$ cat config.mk
export PLATFORM = sky130hd
export DESIGN_NAME = pc_gen_unit
export DESIGN_NICKNAME = d
export VERILOG_FILES = /design/src/rtl/pc_gen_pkg.sv /design/src/rtl/pc_redirect_latch.sv /design/src/rtl/pc_gen_unit.sv
export SDC_FILE = /design/constraint.sdc
export NUM_CORES = 1
export LEC_CHECK = 0
export CORE_MARGIN = 4
export CORE_UTILIZATION = 25
export DETAILED_ROUTE_END_ITERATION = 6
export PLACE_DENSITY = 0.45
export SYNTH_ARGS = -nofsm -noshare
export SYNTH_HDL_FRONTEND = slang
export SYNTH_SLANG_ARGS = --single-unit
export TNS_END_PERCENT = 30
$ cat constraint.sdc
create_clock -name clk -period 2.1 [get_ports clk]
set_clock_uncertainty 0.1 [all_clocks]
set_input_delay 0.21 -clock clk [delete_from_list [all_inputs] [get_ports clk]]
set_output_delay 0.21 -clock clk [all_outputs]
set_load 0.02 [all_outputs]
$ cat src/rtl/pc_gen_pkg.sv
// pc_gen_pkg: shared types and helpers for the fetch-PC generator.
//   state_e     : fetch FSM state (boot / run / halt)
//   align_bits  : number of low PC bits forced to zero by instruction alignment
package pc_gen_pkg;

  typedef enum logic [1:0] {
    S_BOOT = 2'd0,
    S_RUN  = 2'd1,
    S_HALT = 2'd2
  } state_e;

  function automatic int align_bits(input int ilen_bytes);
    return $clog2(ilen_bytes);
  endfunction

endpackage

$ cat src/rtl/pc_redirect_latch.sv
// pc_redirect_latch: holds one redirect that arrived while the fetch request
// was stuck in handshake, so the PC stays stable until IMEM accepts.
// Ports:
//   clk, reset       clock / async active-low reset
//   hold_i           request presented but not accepted this cycle
//   apply_i          a redirect is being written into the PC; drop the pending one
//   trap_valid_i/trap_target_i, br_valid_i/br_target_i  incoming redirects
//   pend_valid_o     a redirect is pending
//   pend_target_o    pending redirect target (raw, unaligned)
module pc_redirect_latch #(
  parameter int XLEN = 32
) (
  input  logic            clk,
  input  logic            reset,
  input  logic            hold_i,
  input  logic            apply_i,
  input  logic            trap_valid_i,
  input  logic [XLEN-1:0] trap_target_i,
  input  logic            br_valid_i,
  input  logic [XLEN-1:0] br_target_i,
  output logic            pend_valid_o,
  output logic [XLEN-1:0] pend_target_o
);

  logic            pend_valid_q, pend_valid_d;
  logic            pend_is_trap_q, pend_is_trap_d;
  logic [XLEN-1:0] pend_target_q, pend_target_d;

  // A trap always overwrites; a branch never displaces a pending trap.
  always_comb begin
    pend_valid_d   = pend_valid_q;
    pend_is_trap_d = pend_is_trap_q;
    pend_target_d  = pend_target_q;
    if (apply_i) begin
      pend_valid_d   = 1'b0;
      pend_is_trap_d = 1'b0;
    end else if (hold_i && trap_valid_i) begin
      pend_valid_d   = 1'b1;
      pend_is_trap_d = 1'b1;
      pend_target_d  = trap_target_i;
    end else if (hold_i && br_valid_i && !(pend_valid_q && pend_is_trap_q)) begin
      pend_valid_d   = 1'b1;
      pend_is_trap_d = 1'b0;
      pend_target_d  = br_target_i;
    end
  end

  always_ff @(posedge clk or negedge reset) begin
    if (!reset) begin
      pend_valid_q   <= 1'b0;
      pend_is_trap_q <= 1'b0;
      pend_target_q  <= '0;
    end else begin
      pend_valid_q   <= pend_valid_d;
      pend_is_trap_q <= pend_is_trap_d;
      pend_target_q  <= pend_target_d;
    end
  end

  assign pend_valid_o  = pend_valid_q;
  assign pend_target_o = pend_target_q;

endmodule

$ cat src/rtl/pc_gen_unit.sv
// pc_gen_unit: fetch-PC generator at the head of IF.
// Holds the fetch PC, offers it to IMEM over valid/ready, steps by
// ILEN_BYTES on accept, applies trap/branch redirects (deferred while the
// request is stalled in handshake) and supports halt/resume.
// Ports:
//   clk, reset                 clock / async active-low reset
//   stall                      suppress fetch requests
//   br_valid/br_target         branch redirect (1 cycle)
//   trap_valid/trap_target     trap redirect (1 cycle, outranks branch)
//   halt_req/resume            enter / leave halt
//   if_req_valid/if_req_ready  fetch handshake; if_req_pc is the address
//   pc_plus                    pc + ILEN_BYTES (wraps)
//   misaligned                 pulse: last applied redirect target was unaligned
//   halted                     FSM is in S_HALT
module pc_gen_unit
  import pc_gen_pkg::*;
#(
  parameter int              XLEN         = 32,
  parameter int              ILEN_BYTES   = 4,
  parameter logic [XLEN-1:0] RESET_VECTOR = '0
) (
  input  logic            clk,
  input  logic            reset,
  input  logic            stall,
  input  logic            br_valid,
  input  logic [XLEN-1:0] br_target,
  input  logic            trap_valid,
  input  logic [XLEN-1:0] trap_target,
  input  logic            halt_req,
  input  logic            resume,
  output logic            if_req_valid,
  input  logic            if_req_ready,
  output logic [XLEN-1:0] if_req_pc,
  output logic [XLEN-1:0] pc_plus,
  output logic            misaligned,
  output logic            halted
);

  localparam int              AB         = align_bits(ILEN_BYTES);
  localparam logic [XLEN-1:0] ALIGN_MASK = XLEN'((64'd1 << AB) - 64'd1);

  state_e          state_q, state_d;
  logic [XLEN-1:0] pc_q, pc_d;
  logic            mis_q, mis_d;
  logic            hold, fire;
  logic            sel_vld, apply;
  logic [XLEN-1:0] sel_tgt;
  logic            pend_valid;
  logic [XLEN-1:0] pend_target;

  assign if_req_valid = (state_q == S_RUN) && !stall;
  assign hold         = if_req_valid && !if_req_ready;
  assign fire         = if_req_valid && if_req_ready;
  assign pc_plus      = pc_q + XLEN'(ILEN_BYTES);
  assign if_req_pc    = pc_q;
  assign misaligned   = mis_q;
  assign halted       = (state_q == S_HALT);

  // Fresh requests outrank a latched one; trap outranks branch.
  always_comb begin
    sel_vld = 1'b1;
    sel_tgt = '0;
    if (trap_valid)      sel_tgt = trap_target;
    else if (br_valid)   sel_tgt = br_target;
    else if (pend_valid) sel_tgt = pend_target;
    else                 sel_vld = 1'b0;
  end

  // While held the PC must stay put, so redirects only land when hold=0.
  assign apply = sel_vld && !hold;

  always_comb begin
    pc_d  = pc_q;
    mis_d = 1'b0;
    if (apply) begin
      pc_d  = sel_tgt & ~ALIGN_MASK;
      mis_d = |(sel_tgt & ALIGN_MASK);
    end else if (fire) begin
      pc_d  = pc_plus;
    end
  end

  always_comb begin
    state_d = state_q;
    unique case (state_q)
      S_BOOT: state_d = S_RUN;
      S_RUN:  if (halt_req && !hold) state_d = S_HALT;
      S_HALT: if (resume) state_d = S_RUN;
      default: state_d = S_BOOT;
    endcase
  end

  always_ff @(posedge clk or negedge reset) begin
    if (!reset) begin
      state_q <= S_BOOT;
      pc_q    <= RESET_VECTOR;
      mis_q   <= 1'b0;
    end else begin
      state_q <= state_d;
      pc_q    <= pc_d;
      mis_q   <= mis_d;
    end
  end

  pc_redirect_latch #(.XLEN(XLEN)) u_latch (
    .clk           (clk),
    .reset         (reset),
    .hold_i        (hold),
    .apply_i       (apply),
    .trap_valid_i  (trap_valid),
    .trap_target_i (trap_target),
    .br_valid_i    (br_valid),
    .br_target_i   (br_target),
    .pend_valid_o  (pend_valid),
    .pend_target_o (pend_target)
  );

endmodule

; Word-level counts from Yosys, hierarchy flattened
; Cells that the tools add are included.
[classes]
addsub = 1
n_eq_ne = 4
muxes = 20
bitwise = 1
reduce_logical = 20
[ops]
columns = operator, count
row1 = $mux W32, 7
row2 = $add A32 B3 Y32 const B, 1
row3 = $mux W1, 10
row4 = $logic_and A1 B1 Y1, 9
row5 = $pmux W2 S3, 1
row6 = $logic_not A1 Y1, 4
row7 = $mux W2, 2
row8 = $reduce_and A2 Y1, 2
row9 = $reduce_bool A2 Y1, 2
row10 = $reduce_bool A3 Y1, 1
row11 = $eq A2 B1 Y1 const B, 1
row12 = $eq A2 B2 Y1 const B, 1
row13 = $logic_not A2 Y1, 1
row14 = $ne A2 B1 Y1 const B, 1
row15 = $ne A2 B2 Y1 const B, 1
row16 = $reduce_or A2 Y1, 1
row17 = $not A1 Y1, 1
[word_totals]
ff_bits = 69
in_bits = 72
output_inout_bits = 67
elab_cells = 52

; Logic depth before layout (Yosys ltp)
[depth]
word_depth = 8
ltp_mapped = 8
mapped_depth_nobuf = 6

; By module
; A second synthesis with hierarchy kept.
[hier_totals]
cells_unflattened = 508
hier_area_um2 = 4639.4
[modules_own_cells]
columns = mod, instances, cells_per_inst, area_each_um2, seq_area_each_um2
row1 = pc_gen_unit, 1, 394, 2917.8, 825.8
row2 = pc_redirect_latch, 1, 114, 1721.7, 850.8

; Worst setup path before layout
; Ideal clock, no wire load.
[synth_path]
path_type = flip-flop to output port
from = reg pc_q[2], in the netlist if_req_pc[2]
to = out pc_plus[18]
arrival_time_ps = 2082
required_time_ps = 1790
path_slack_ps = -292
path_stages_with_launch = 8
path_buffers = 1
cell_sequence = dfrtp_1 > ha_1 > nand3_1 > or2_2 > clkbuf_1 > nor3_1 > nand3_1 > xnor2_1
[synth_via]
elab_chain_len = 1
[synth_lines]
columns = element, line
row1 = from (decl), pc_gen_unit.sv:43  ; logic [XLEN-1:0] pc_q, pc_d;
row2 = from (signal assigned), pc_gen_unit.sv:100  ; pc_q <= pc_d;
row3 = $add A32 B3 Y32, pc_gen_unit.sv:54  ; assign pc_plus = pc_q + XLEN'(ILEN_BYTES);
row4 = to (decl), pc_gen_unit.sv:34  ; output logic [XLEN-1:0] pc_plus,
; No other way between the ends.

; Worst setup path after layout
[layout_path]
from = reg pc_q[2], in the netlist if_req_pc[2]
to = out pc_plus[23]
; Same word-level chain as after synthesis.

==> flow_metrics.env <==
export IMPL_status="finished, violations left"
export IMPL_violations="setup timing"
export IMPL_start_kind="flip-flop"
export IMPL_root_buffer="clkbuf_16"
export IMPL_antenna_cells=0
export IMPL_die_x_um=140.1
export IMPL_worstSetupEndpointType="output port"
export IMPL_track_usage_pct=16.43
export IMPL_synth_area_leader_cell="dfrtp_1"
export IMPL_drive_gt1_share_pct=28.41
export IMPL_period_share_pct=104.8
export IMPL_areaGrowthSynthToFinish_pct=64.73
export IMPL_finish_utilization_pct=41.82
export IMPL_yosys_top_cells_area="dfrtp_1, o21ai_0, a221o_1"
export IMPL_synth_edf_count=0
export IMPL_setup_tns_ns=-0.3660
export IMPL_vias=4510
export IMPL_ys_ff_latch=67
export IMPL_crit_slowest_cell="dfrtp_2"
export IMPL_yosysTopAreaCellShare_pct=38.45
export IMPL_initial_utilization_pct=25.39
export IMPL_synthArstFlopShare_pct=100.0
export IMPL_hp_class="primary input to asynchronous set/reset pin"
export IMPL_ir_drop_v=0.0003575
export IMPL_required_ns=1.79
export IMPL_cpPeakStageDelay_ns=0.40
export IMPL_nNetsFinal=772
export IMPL_p_leak_nw=2.999
export IMPL_slew_headroom_pct=60.61
export IMPL_wl_per_cell_um=17.49
export IMPL_cts_buffer_depth=2
export IMPL_antenna_found_initial=1
export IMPL_wl_mm=16.25
export IMPL_layout_commonest_cell="buf_4"
export IMPL_first_global_vias=4517
export IMPL_cts_buffers=9
export IMPL_ys_flop_type="dfrtp_1"
export IMPL_setup_violations=10
export IMPL_yosysWarnings=0
export IMPL_cts_htree_levels=3
export IMPL_io_pins=139
export IMPL_dp_hpwl_mm=12.53
export IMPL_synth_area_per_cell_um2=8.827
export IMPL_crit_chain="nand3_2 -> nor4_4 -> and2_4 -> buf_4 -> nand3_4 -> xnor2_2 -> buf_4"
export IMPL_fin_crit_ns=2.200
export IMPL_drv_slew=0
export IMPL_arrival_ns=1.89
export IMPL_worstMarginPinSlew_ns=0.5882
export IMPL_drtPass1Iterations=4
export IMPL_ant_nets=0
export IMPL_ys_seq_area_share_pct=38.45
export IMPL_cts_sinks=67
export IMPL_whs_ns=0.3127
export IMPL_power_per_cell_area_nw_per_um2=971.2
export IMPL_dieArea_um2=19620
export IMPL_layout_common_cells="buf_4, clkdlybuf4s50_1, o21ai_0"
export IMPL_viasPerCell=4.855
export IMPL_fmax_mhz=454.5
export IMPL_grt_pass1_wl_mm=25.71
export IMPL_core_area_um2=17180
export IMPL_clock_latency_ns=0.33
export IMPL_gr_total_overflow=0
export IMPL_syn_inst=494
export IMPL_cts_tree="yes"
export IMPL_crit_family="simple AND/OR/NAND/NOR gates"
export IMPL_drv_cap=0
export IMPL_cp_common_cell="buf_4"
export IMPL_post_route_worst_setup_slack_ns=-0.1001
export IMPL_grt_max_degree=68
export IMPL_hold_viol_final=0
export IMPL_rows=48
export IMPL_rsz0062_at_grt="true"
export IMPL_crit_fanout=4
export IMPL_cp_num_buf_inv=2
export IMPL_r2r_slack_ns=0.05
export IMPL_drc=0
export IMPL_fp_dieH_um=140.1
export IMPL_critPathKind="flip-flop to output port"
export IMPL_synth_area_um2=4360
export IMPL_port_buffer_count=134
export IMPL_clk_pin_slew_worst_paths_ns=0.05
export IMPL_gp_congestion=0.8451
export IMPL_yosysUniqueCellTypes=43
export IMPL_first_iter_violations=212
==> cells by family (layout without fill, tap and decap cells) <==
family          Yosys count  count (layout)  synth area share (%)
compound gates          141             141                 20.83
other cells               1               4               0.08600
simple gates            151             151                 18.45
mux                      22              22                 5.050
fa+ha+maj                 1               1                0.2869
flops                    67              67                 38.45
xor+xnor                 57              57                 11.45
buf+inv                  54             261                 5.394
==> flip-flops by register name (all words and copies together) (netlist names) <==
signal                  flops
state_q                     2
u_latch.pend_target_o      32
if_req_pc                  30
misaligned                  1
u_latch.pend_is_trap_q      1
u_latch.pend_valid_o        1
==> cells in the mapped netlist (2+ instances only) <==
cell,n
nor3_1,8
nand4_1,14
buf_4,4
nor4_1,5
or4_4,2
nand2_1,57
and3_1,3
a221o_1,30
clkbuf_1,30
or2_2,3
a21oi_1,6
mux2i_1,22
nor2b_1,2
and4_1,2
nand2b_1,5
nand3_1,19
o21ai_0,62
buf_2,13
nor2_1,19
xor2_1,31
dfrtp_1,67
o21ai_1,9
inv_1,5
o22ai_1,29
nor3_2,4
xnor2_1,26
==> through the flow <==
stage	cell area (µm²)	instances	power [W]	setup slack, ns
2_1_floorplan	4492	497	0.003771	-0.001478
3_3_place_gp	6681	903	0.005382	-0.2582
3_5_place_dp	6681	903	0.005428	-0.3039
4_1_cts	7054	924	0.006961	-0.2049
5_1_grt	7183	929	0.007421	-0.2149
6_report	7183	929	0.006976	-0.1001
==> worst register-to-register path, delay by kind of cell (launching register included) <==
family / cells / cell delay [ns]
XOR/XNOR: 1 / 0.15
adder cells (fa/ha/maj): 1 / 0.16
buffers and inverters: 2 / 0.23
flip-flops: 1 / 0.40
multiplexers: 1 / 0.09
AND/OR/NAND/NOR: 3 / 0.78
==> power by group <==
| group | leakage, nW | internal [W] | switching [W] |
|---|---|---|---|
| combinational | 2.03 | 0.00159 | 0.00172 |
| clock | 0.150 | 0.00102 | 0.000544 |
| sequential | 0.816 | 0.00178 | 0.000323 |
==> layer usage <==
layer	GRT usage, %	vias up	share of wire [%]
met5	0	-	0.049
met4	3.213	2	0.56
met3	3.380	9	4.8
met2	24.97	119	46
met1	24.28	2170	48
li1	-	2210	-
==> final cells by class <==
cell class | count | area [µm²]
Tap cell | 225 | 281.5
Sequential cell | 67 | 1685
Fill cell | 1714 | 9993
Inverter | 5 | 18.77
Clock inverter | 1 | 30.03
Clock buffer | 15 | 277.8
Timing Repair Buffer | 240 | 2167
Multi-Input combinational cell | 376 | 2723
==> worst paths after layout <==
kind / depth (start not counted) / endpoint / from
max: 7 / pc_plus[23] / if_req_pc[2]$_DFFE_PN0P_
max in group asynchronous: 3 / if_req_pc[3]$_DFFE_PN0P_ / reset
max reg2reg: 8 / if_req_pc[30]$_DFFE_PN0P_ / if_req_pc[2]$_DFFE_PN0P_
min: 3 / if_req_pc[20]$_DFFE_PN0P_ / reset
min reg2reg: 2 / u_latch.pend_target_o[29]$_DFFE_PN0P_ / u_latch.pend_target_o[29]$_DFFE_PN0P_
min in group clk: 2 / u_latch.pend_target_o[29]$_DFFE_PN0P_ / u_latch.pend_target_o[29]$_DFFE_PN0P_
==> repair_timing <==
| action | CTS | global route |
|---|---|---|
| setup endpoints to repair | 29 | 29 |
| gates resized for setup | 128 | 44 |
| pin swaps | 14 | 7 |
| hold buffers | 1 | 0 |
| endpoints found under the hold margin | 67 | 0 |
| setup buffers | 4 | 5 |
Note: power is estimated with default switching activity, not from simulation.
